[src/rtl/clk_share_arbiter_if.sv]
// Request/grant bundle for clk_share_arbiter.
// master: requester side (drives req, observes grant).
// slave : arbiter side (observes req, drives grant).
interface clk_share_arbiter_if #(
  parameter int N = 2
);
  logic [N-1:0]         req;
  logic [N-1:0]         gnt;
  logic                 gnt_valid;
  logic [$clog2(N)-1:0] gnt_id;
  logic                 timeout;

  modport master (output req, input gnt, gnt_valid, gnt_id, timeout);
  modport slave  (input req, output gnt, gnt_valid, gnt_id, timeout);
endinterface

[src/rtl/clk_share_arbiter.sv]
// clk_share_arbiter: round-robin owner arbiter for a shared resource.
// IDLE -> GRANT (1-cycle latency) -> GAP (one idle cycle) -> GRANT/IDLE.
// The owner keeps the grant while its req stays high; the pointer moves
// past the owner only when a grant ends, so a sole requester is re-granted.
// Optional feature macro ARB_TIMEOUT_EN: bounds a grant to TIMEOUT cycles
// and pulses timeout during the forced GAP cycle.
module clk_share_arbiter #(
  parameter int N       = 2,
  parameter int TIMEOUT = 15
) (
  input logic               clk,
  input logic               rst,
  clk_share_arbiter_if.slave bus
);
  localparam int IW = $clog2(N);

  // Elaboration-time range checks.
  if (N < 2 || N > 8) begin : g_bad_n
    $error("clk_share_arbiter: N out of range 2..8");
  end
  if (TIMEOUT < 1 || TIMEOUT > 255) begin : g_bad_to
    $error("clk_share_arbiter: TIMEOUT out of range 1..255");
  end

  typedef enum logic [1:0] {IDLE, GRANT, GAP} state_t;

  state_t          state_q, state_d;
  logic [N-1:0]    gnt_q, gnt_d;
  logic            gnt_valid_q;
  logic [IW-1:0]   id_q, id_d;
  logic [IW-1:0]   ptr_q, ptr_d;
  logic [IW-1:0]   win;
  logic [IW-1:0]   nxt_ptr;
  logic            owner_req;
`ifdef ARB_TIMEOUT_EN
  localparam logic [7:0] TO_LAST = 8'(TIMEOUT - 1);
  logic [7:0]      cnt_q, cnt_d;
  logic            to_q, to_d;
`endif

  // First set req bit at or after ptr, wrapping modulo N.
  always_comb begin
    int  idx;
    logic found;
    win   = '0;
    found = 1'b0;
    idx   = 0;
    for (int k = 0; k < N; k++) begin
      idx = int'(ptr_q) + k;
      if (idx >= N) idx = idx - N;
      if (!found && bus.req[idx]) begin
        win   = IW'(idx);
        found = 1'b1;
      end
    end
  end

  assign owner_req = bus.req[id_q];
  assign nxt_ptr   = (id_q == IW'(N - 1)) ? '0 : id_q + 1'b1;

  // Next-state and registered-output values.
  always_comb begin
    state_d = state_q;
    gnt_d   = gnt_q;
    id_d    = id_q;
    ptr_d   = ptr_q;
`ifdef ARB_TIMEOUT_EN
    cnt_d   = cnt_q;
    to_d    = 1'b0;
`endif
    unique case (state_q)
      IDLE, GAP: begin
        if (|bus.req) begin
          state_d = GRANT;
          gnt_d   = {{(N-1){1'b0}}, 1'b1} << win;
          id_d    = win;
`ifdef ARB_TIMEOUT_EN
          cnt_d   = '0;
`endif
        end else begin
          state_d = IDLE;
          gnt_d   = '0;
        end
      end
      GRANT: begin
        if (!owner_req) begin
          state_d = GAP;
          gnt_d   = '0;
          ptr_d   = nxt_ptr;
`ifdef ARB_TIMEOUT_EN
        end else if (cnt_q == TO_LAST) begin
          // Owner still requesting but has used its full allowance.
          state_d = GAP;
          gnt_d   = '0;
          ptr_d   = nxt_ptr;
          to_d    = 1'b1;
        end else begin
          cnt_d   = cnt_q + 8'd1;
`endif
        end
      end
      default: begin
        state_d = IDLE;
        gnt_d   = '0;
      end
    endcase
  end

  // State and output registers; reset wins over every transition.
  always_ff @(posedge clk) begin
    if (rst) begin
      state_q     <= IDLE;
      gnt_q       <= '0;
      gnt_valid_q <= 1'b0;
      id_q        <= '0;
      ptr_q       <= '0;
`ifdef ARB_TIMEOUT_EN
      cnt_q       <= '0;
      to_q        <= 1'b0;
`endif
    end else begin
      state_q     <= state_d;
      gnt_q       <= gnt_d;
      gnt_valid_q <= |gnt_d;
      id_q        <= id_d;
      ptr_q       <= ptr_d;
`ifdef ARB_TIMEOUT_EN
      cnt_q       <= cnt_d;
      to_q        <= to_d;
`endif
    end
  end

  assign bus.gnt       = gnt_q;
  assign bus.gnt_valid = gnt_valid_q;
  assign bus.gnt_id    = id_q;
`ifdef ARB_TIMEOUT_EN
  assign bus.timeout   = to_q;
`else
  assign bus.timeout   = 1'b0;
`endif
endmodule

[src/flat_wrapper.sv]
// flat-port wrapper written by rule: the top's interface ports become plain ports
module clk_share_arbiter_flat 
#(
  parameter int N       = 2,
  parameter int TIMEOUT = 15
)
  (clk, rst, bus_req, bus_gnt, bus_gnt_valid, bus_gnt_id, bus_timeout);
  clk_share_arbiter_if #(.N(N)) bus_i ();
  input logic clk;
  input logic rst;
  input wire logic [$bits(bus_i.req)-1:0] bus_req;
  output wire logic [$bits(bus_i.gnt)-1:0] bus_gnt;
  output wire logic [$bits(bus_i.gnt_valid)-1:0] bus_gnt_valid;
  output wire logic [$bits(bus_i.gnt_id)-1:0] bus_gnt_id;
  output wire logic [$bits(bus_i.timeout)-1:0] bus_timeout;
  assign bus_i.req = bus_req;
  assign bus_gnt = bus_i.gnt;
  assign bus_gnt_valid = bus_i.gnt_valid;
  assign bus_gnt_id = bus_i.gnt_id;
  assign bus_timeout = bus_i.timeout;
  clk_share_arbiter #(.N(N), .TIMEOUT(TIMEOUT)) u_core (.clk(clk), .rst(rst), .bus(bus_i));
endmodule
[config.mk]
export PLATFORM = sky130hd
export DESIGN_NAME = clk_share_arbiter_flat
export DESIGN_NICKNAME = d
export VERILOG_FILES = /design/src/rtl/clk_share_arbiter_if.sv /design/src/rtl/clk_share_arbiter.sv /design/src/flat_wrapper.sv
export SDC_FILE = /design/constraint.sdc
export NUM_CORES = 1
export LEC_CHECK = 0
export ABC_CLOCK_PERIOD_IN_PS = 1950
export CORE_AREA = 5 5 42 44
export DETAILED_ROUTE_END_ITERATION = 8
export DIE_AREA = 0 0 47 49
export PLACE_DENSITY = 0.46
export REMOVE_ABC_BUFFERS = 1
export SYNTH_ARGS = -nofsm -noshare
export SYNTH_HDL_FRONTEND = slang
export SYNTH_SLANG_ARGS = --single-unit
[constraint.sdc]
create_clock -name clk -period 1.95 [get_ports clk]
set_clock_uncertainty 0.1 [all_clocks]
set_input_delay 0.39 -clock clk [delete_from_list [all_inputs] [get_ports clk]]
set_output_delay 0.39 -clock clk [all_outputs]
set_load 0.1 [all_outputs]
==> results of run 1 <==
flip-flops by register name, indices dropped and copies added (netlist names):
signal / cells
u_core.bus.gnt_valid: 1
u_core.bus.gnt: 2
u_core.bus.gnt_id: 1
u_core.state_q: 2
u_core.ptr_q: 1
layout make-up:
type / count / area [um2]
flip-flops and latches: 7 / 140.1
well taps: 16 / 20.02
clock buffers: 4 / 26.28
inverters: 3 / 11.26
fillers: 158 / 952.2
multi-input cells: 23 / 141.4
repair buffers: 7 / 110.1
logic make-up after synthesis:
kind of cell / share of synthesized area [%]
AOI/OAI and AO/OA: 25.00
DFF: 46.67
muxes: 4.999
other: 1.249
and+or+nand+nor: 15.83
buffers and inverters: 6.251
routing by layer:
| layer | up-vias | global-route usage (%) | routed length [um] |
|---|---|---|---|
| met5 | - | 0 | 0 |
| met4 | 0 | 5.530 | 10 |
| met3 | 2 | 3.321 | 46 |
| met2 | 7 | 8.824 | 292 |
| met1 | 117 | 7.947 | 285 |
| li1 | 138 | - | - |
final timing paths:
path / from / endpoint / slack, ns
max: u_core.bus.gnt_id / bus_gnt_id / 0.55
min: u_core.ptr_q / u_core.ptr_q / 0.40
max reg2reg: u_core.bus.gnt_id / u_core.bus.gnt[0] / 0.77
min reg2reg: u_core.ptr_q / u_core.ptr_q / 0.40
power breakdown:
group          total, mW  internal [mW]  leakage (nW)  switching (mW)
logic              0.117         0.0415         0.103          0.0759
registers          0.166          0.154        0.0577          0.0121
clock network      0.130         0.0780        0.0150          0.0524
total              0.414          0.274         0.176           0.140
layout by cell type, fill, tap and decap left out:
| cell type | n |
|---|---|
| nor3_1 | 1 |
| and2b_2 | 1 |
| mux2_4 | 1 |
| inv_1 | 3 |
| clkbuf_4 | 3 |
| nand2b_1 | 1 |
| a21oi_1 | 6 |
| nand2_1 | 2 |
| nand3_1 | 4 |
| conb_1 | 1 |
| o31ai_1 | 1 |
| clkbuf_1 | 1 |
| buf_12 | 4 |
| clkdlybuf4s50_1 | 3 |
| o21ai_0 | 2 |
| a21o_1 | 1 |
| dfxtp_1 | 7 |
| o211ai_2 | 1 |
| o211ai_1 | 1 |
through the flow:
step | total power [mW] | worst slack, ns | cell area [um2]
3_5_place_dp | 0.2867 | 0.3829 | 422.9
2_1_floorplan | 0.2431 | 0.2181 | 292.8
5_1_grt | 0.4350 | 0.5228 | 449.2
6_report | 0.4140 | 0.5489 | 449.2
4_1_cts | 0.4213 | 0.5422 | 449.2
3_3_place_gp | 0.2869 | 0.3970 | 422.9
==> summary.txt, run 1 <==
Via density - 4.400
CTS tree - built
Wire per inst - 10.58 um
Primary FF master, synth - dfxtp_1
CP arrival - 0.91 ns
Routability cong. - 0.7511
Synthesized instance count - 34
Max Fclk - 713.7 MHz
Top-area cell type share of the netlist area - 46.67%
Global-route wire length before repair - 1.062 mm
Synth top area cells - dfxtp_1 (47%), a21oi_1 (10%), nand3_1 (6.7%), mux2_4 (5.0%), o211ai_2 (4.2%)
Kind of critical path - register to output pin
Cell taking the most area after synthesis - dfxtp_1
Final Critical Period - 1.401 ns
Die area - 2303 um2
Max VDD drop - 345.6 uV
CTS Buf Count - 3
Syn-to-layout area delta - 49.58%
Vias - 264
Post_cts resized - 0
CP required - 1.46 ns
Initial Util - 21.43%
Layout Nets - 49
Outcome - finished, final reports clean
CTS HTree Levels - 1
Remaining antenna violation count - 0
Worst-Skew Late Latency - 0.25 ns
Final Cycle Share - 71.85%
Yosys reg bits - 7
Mean Syn Cell Area - 8.832 um2
Clock Sinks - 7
Clock root buffer - clkbuf_4
Synth top cells by count - dfxtp_1 (7), a21oi_1 (6), nand3_1 (4), inv_1 (3)
Initial antenna violation count - 0
Core Util, Final - 32.05%
Pwr per Cell Area - 921.7 nW/um2
Synthesized area - 300.3 um2
DRT iter0 DRCs - 6
Port Buffers - 7
Cell Chain, Critical Path - buf_12
CTS clk-pin slew, worst paths - 0.05 ns
Critical path depth - 1
Total Routing Usage GR - 6.770%
CP Launch Type - register
Min-delay worst type - register to register
Setup Buffers After CTS - 0
Final setup viols - 0
DRT Pass-1 Iters - 3
Layout cells sized above 1 - 22.73%
Cell family with most CP delay - flip-flops
Cell with the most instances after synthesis - dfxtp_1
CORE AREA - 1401 um2
Asr flop ratio synth - 0%
Synth unique cells - 16
Final setup TNS - 0 ns
Vias in the first global route - 240
Cell Rows - 14
Worst Hold Depth - 2
CTS Hold Bufs - 0
Synth warn - 0
DRC errors left - 0
Register area share after synthesis - 46.67%
Buf/Inv on CP - 1
Reg2Reg Depth - 3
Placed insts - 56
GRT Residual Overflow - 0
DIE WIDTH - 47 um
Leak - 0.1759 nW
Unrepaired setup endpoints after global routing - no
Largest net degree at the start of global routing - 6
Slew Limit Fails - 0
Crit. End Element - output pin
Max Cap Viol - 0
Slowest-stage cell, CP - dfxtp_1
Fin. Hold Viols - 0
HPWL Detailed - 510.2 um
Die Y - 49 um
ANT cells - 0
Crit Path Max Fanout - 4
Number of flops mapped to enable cells by yosys - 0
Max incr delay on CP - 0.45 ns
IO Pins - 9
Hold Slack - 0.3951 ns
Detailed Route WL - 635 um
Deepest clock path buffer count - 2
Non-filler cells in the finished layout - 60
(Power assumes the default switching activity.)
==> run 2, diff against run 1 <==
--- a/config.mk
+++ b/config.mk
@@ -5,11 +5,11 @@
 export SDC_FILE = /design/constraint.sdc
 export NUM_CORES = 1
 export LEC_CHECK = 0
-export ABC_CLOCK_PERIOD_IN_PS = 1950
+export ABC_CLOCK_PERIOD_IN_PS = 1200
 export CORE_AREA = 5 5 42 44
 export DETAILED_ROUTE_END_ITERATION = 8
 export DIE_AREA = 0 0 47 49
-export PLACE_DENSITY = 0.46
+export PLACE_DENSITY = 0.48
 export REMOVE_ABC_BUFFERS = 1
 export SYNTH_ARGS = -nofsm -noshare
 export SYNTH_HDL_FRONTEND = slang
==> constraint.sdc (replaced) <==
create_clock -name clk -period 1.2 [get_ports clk]
set_clock_uncertainty 0.1 [all_clocks]
set_input_delay 0.24 -clock clk [delete_from_list [all_inputs] [get_ports clk]]
set_output_delay 0.24 -clock clk [all_outputs]
set_load 0.1 [all_outputs]
==> run 2 against run 1 <==
Against the previous run: clock power rose by 62%; setup slack worse by 0.53 ns; combinational power is 78% higher; die area did not move; register-to-register slack got worse by 0.72 ns; count of clock-buffer cells in the layout is the same; critical path type is now input port to register; critical endpoint is now u_core.bus.gnt_valid; highest routed layer is now met3.
==> summary.txt, run 2 (synthesized netlist as in run 1, its figures left out) <==
Outcome - finished, final reports clean (unchanged)
FF/Latch Area - 143.9 um2 (was 140.1 um2)
DRT Pass-1 Iters - 4 (was 3)
Routability cong. - 0.7854 (was 0.7511)
Final WS setup - 0.01804 ns (was 0.5489 ns)
CORE AREA - 1401 um2 (unchanged)
Syn-to-layout area delta - 62.08% (was 49.58%)
CTS Hold Bufs - 0 (unchanged)
Total Routing Usage GR - 6.563% (was 6.770%)
Crit Path Max Fanout - 5 (was 4)
P_sw - 0.2282 mW (was 0.1405 mW)
DRT iter0 DRCs - 10 (was 6)
ANT cells - 0 (unchanged)
CP required - 1.22 ns (was 1.46 ns)
Vias in the first global route - 257 (was 240)
Die area - 2303 um2 (unchanged)
Commonest non-fill, non-tap cell in the layout - a21oi_1 (was dfxtp_1)
Final setup TNS - 0 ns (unchanged)
Port Buffers - 7 (unchanged)
CTS HTree Levels - 1 (unchanged)
Max VDD drop - 463.5 uV (was 345.6 uV)
DP Worst Slack - -0.2335 ns (was 0.3829 ns)
Clock Sinks - 7 (unchanged)
R2r setup slk - 0.05 ns (was 0.77 ns)
DRC errors left - 0 (unchanged)
Initial Util - 21.43% (unchanged)
Via density - 4.500 (was 4.400)
Pwr per Cell Area - 1409 nW/um2 (was 921.7 nW/um2)
Multi-input logic area - 141.4 um2 (unchanged)
Fill count - 155 (was 158)
Max Cap Viol - 0 (unchanged)
IO Pins - 9 (unchanged)
Kind of critical path - input port to register (was register to output pin)
Worst-Skew Late Latency - 0.25 ns (about the same)
HPWL Detailed - 506.1 um (was 510.2 um)
Die Y - 49 um (unchanged)
CTS tree - built (unchanged)
Placed insts - 59 (was 56)
Clock power share - 30.6% (was 31.5%)
Final Critical Period - 1.182 ns
GRT Residual Overflow - 0 (unchanged)
CP Launch Type - input port (was register)
Non-filler cells in the finished layout - 64 (was 60)
CTS clk-pin slew, worst paths - 0.05 ns (about the same)
CP arrival - 1.20 ns (was 0.91 ns)
Final Cycle Share - 98.50%
Global-route wire length before repair - 1.035 mm (was 1.062 mm)
Comb pwr share - 30.3% (was 28.4%)
Min-delay worst type - register to register (unchanged)
Clock root buffer - clkbuf_4 (unchanged)
Crit. End Element - register (was output pin)
Total power - 0.6859 mW (was 0.4140 mW)
Initial antenna violation count - 0 (unchanged)
Remaining antenna violation count - 0 (unchanged)
DIE WIDTH - 47 um (unchanged)
Wire per inst - 10.19 um (was 10.58 um)
Internal - 0.4577 mW (was 0.2735 mW)
Vias - 288 (was 264)
Sw Share - 33.27% (was 33.93%)
Leak - 0.1981 nW (was 0.1759 nW)
Fin. Hold Viols - 0 (unchanged)
Layout cells sized above 1 - 35.42% (was 22.73%)
Layout Nets - 53 (was 49)
Detailed Route WL - 652 um (was 635 um)
Most frequent cells in the layout - a21oi_1 (6), nand3_1 (4), buf_12 (4), dfxtp_1 (4) (was dfxtp_1 (7), a21oi_1 (6), nand3_1 (4), buf_12 (4))
Slew Limit Fails - 0 (unchanged)
Largest net degree at the start of global routing - 6 (unchanged)
Final setup viols - 0 (unchanged)
Seq pwr share - 39.1% (was 40.1%)
CTS Buf Count - 3 (unchanged)
Max Fclk - 846.1 MHz
Cell Rows - 14 (unchanged)
Unrepaired setup endpoints after global routing - yes (was no)
Deepest clock path buffer count - 2 (unchanged)
==> run 2: changes by cell type in the layout (fill, tap and decap cells not counted) <==
cell     change
buf_4        +3
buf_6        +1
dfxtp_1      -3
dfxtp_2      +3
==> run 2: worst paths after layout <==
kind,startpoint,to,cells after the start
min,u_core.bus.gnt[0],u_core.bus.gnt[0],2
max,bus_req[1],u_core.bus.gnt_valid,4
max reg2reg,u_core.bus.gnt_id,u_core.bus.gnt_valid,4
min reg2reg,u_core.bus.gnt[0],u_core.bus.gnt[0],2
==> run 2: what timing repair did <==
action	CTS	global route
buffers inserted	1	0
resized for setup	3	1
endpoints found under the hold margin	0	0
setup endpoints to repair	3	1
==> run 2: power groups by stage <==
stage / clock network (mW) / registers [mW] / logic [mW]
2_1_floorplan: 0 / 0.338 / 0.0569
3_3_place_gp: 0 / 0.273 / 0.201
3_5_place_dp: 0 / 0.273 / 0.201
4_1_cts: 0.223 / 0.268 / 0.207
5_1_grt: 0.248 / 0.272 / 0.217
6_report: 0.210 / 0.268 / 0.208
==> run 2: worst max-delay path, cell delays in order <==
cell and delay [ns]:
clkdlybuf4s50_1 0.49, mux2_4 0.32, o211ai_2 0.07, a21oi_1 0.08
==> run 2: per-layer routing <==
metal  vias to the layer above  GRT usage, %  share of wire, %
met3                         0         6.642                11
met5                         -             0                 0
met1                       131         7.301                40
li1                        145             -                 -
met4                         0         1.382                 0
met2                        12         8.824                48
==> run 2: cell type report <==
type,instances,area share (%)
inverters,3,2.314
repair buffers,11,29.56
multi-input cells,23,29.05
clock buffers,4,5.398
flip-flops and latches,7,29.56
well taps,16,4.113
==> run 2: per-stage QoR <==
stage          utilization, %  instance area, um2  hold slack, ns
2_1_floorplan               -               292.8          0.2091
3_3_place_gp            31.79               445.4          0.3797
3_5_place_dp            31.79               445.4          0.3886
4_1_cts                 34.46               483.0          0.4076
5_1_grt                 34.73               486.7          0.4305
6_report                34.73               486.7          0.4047
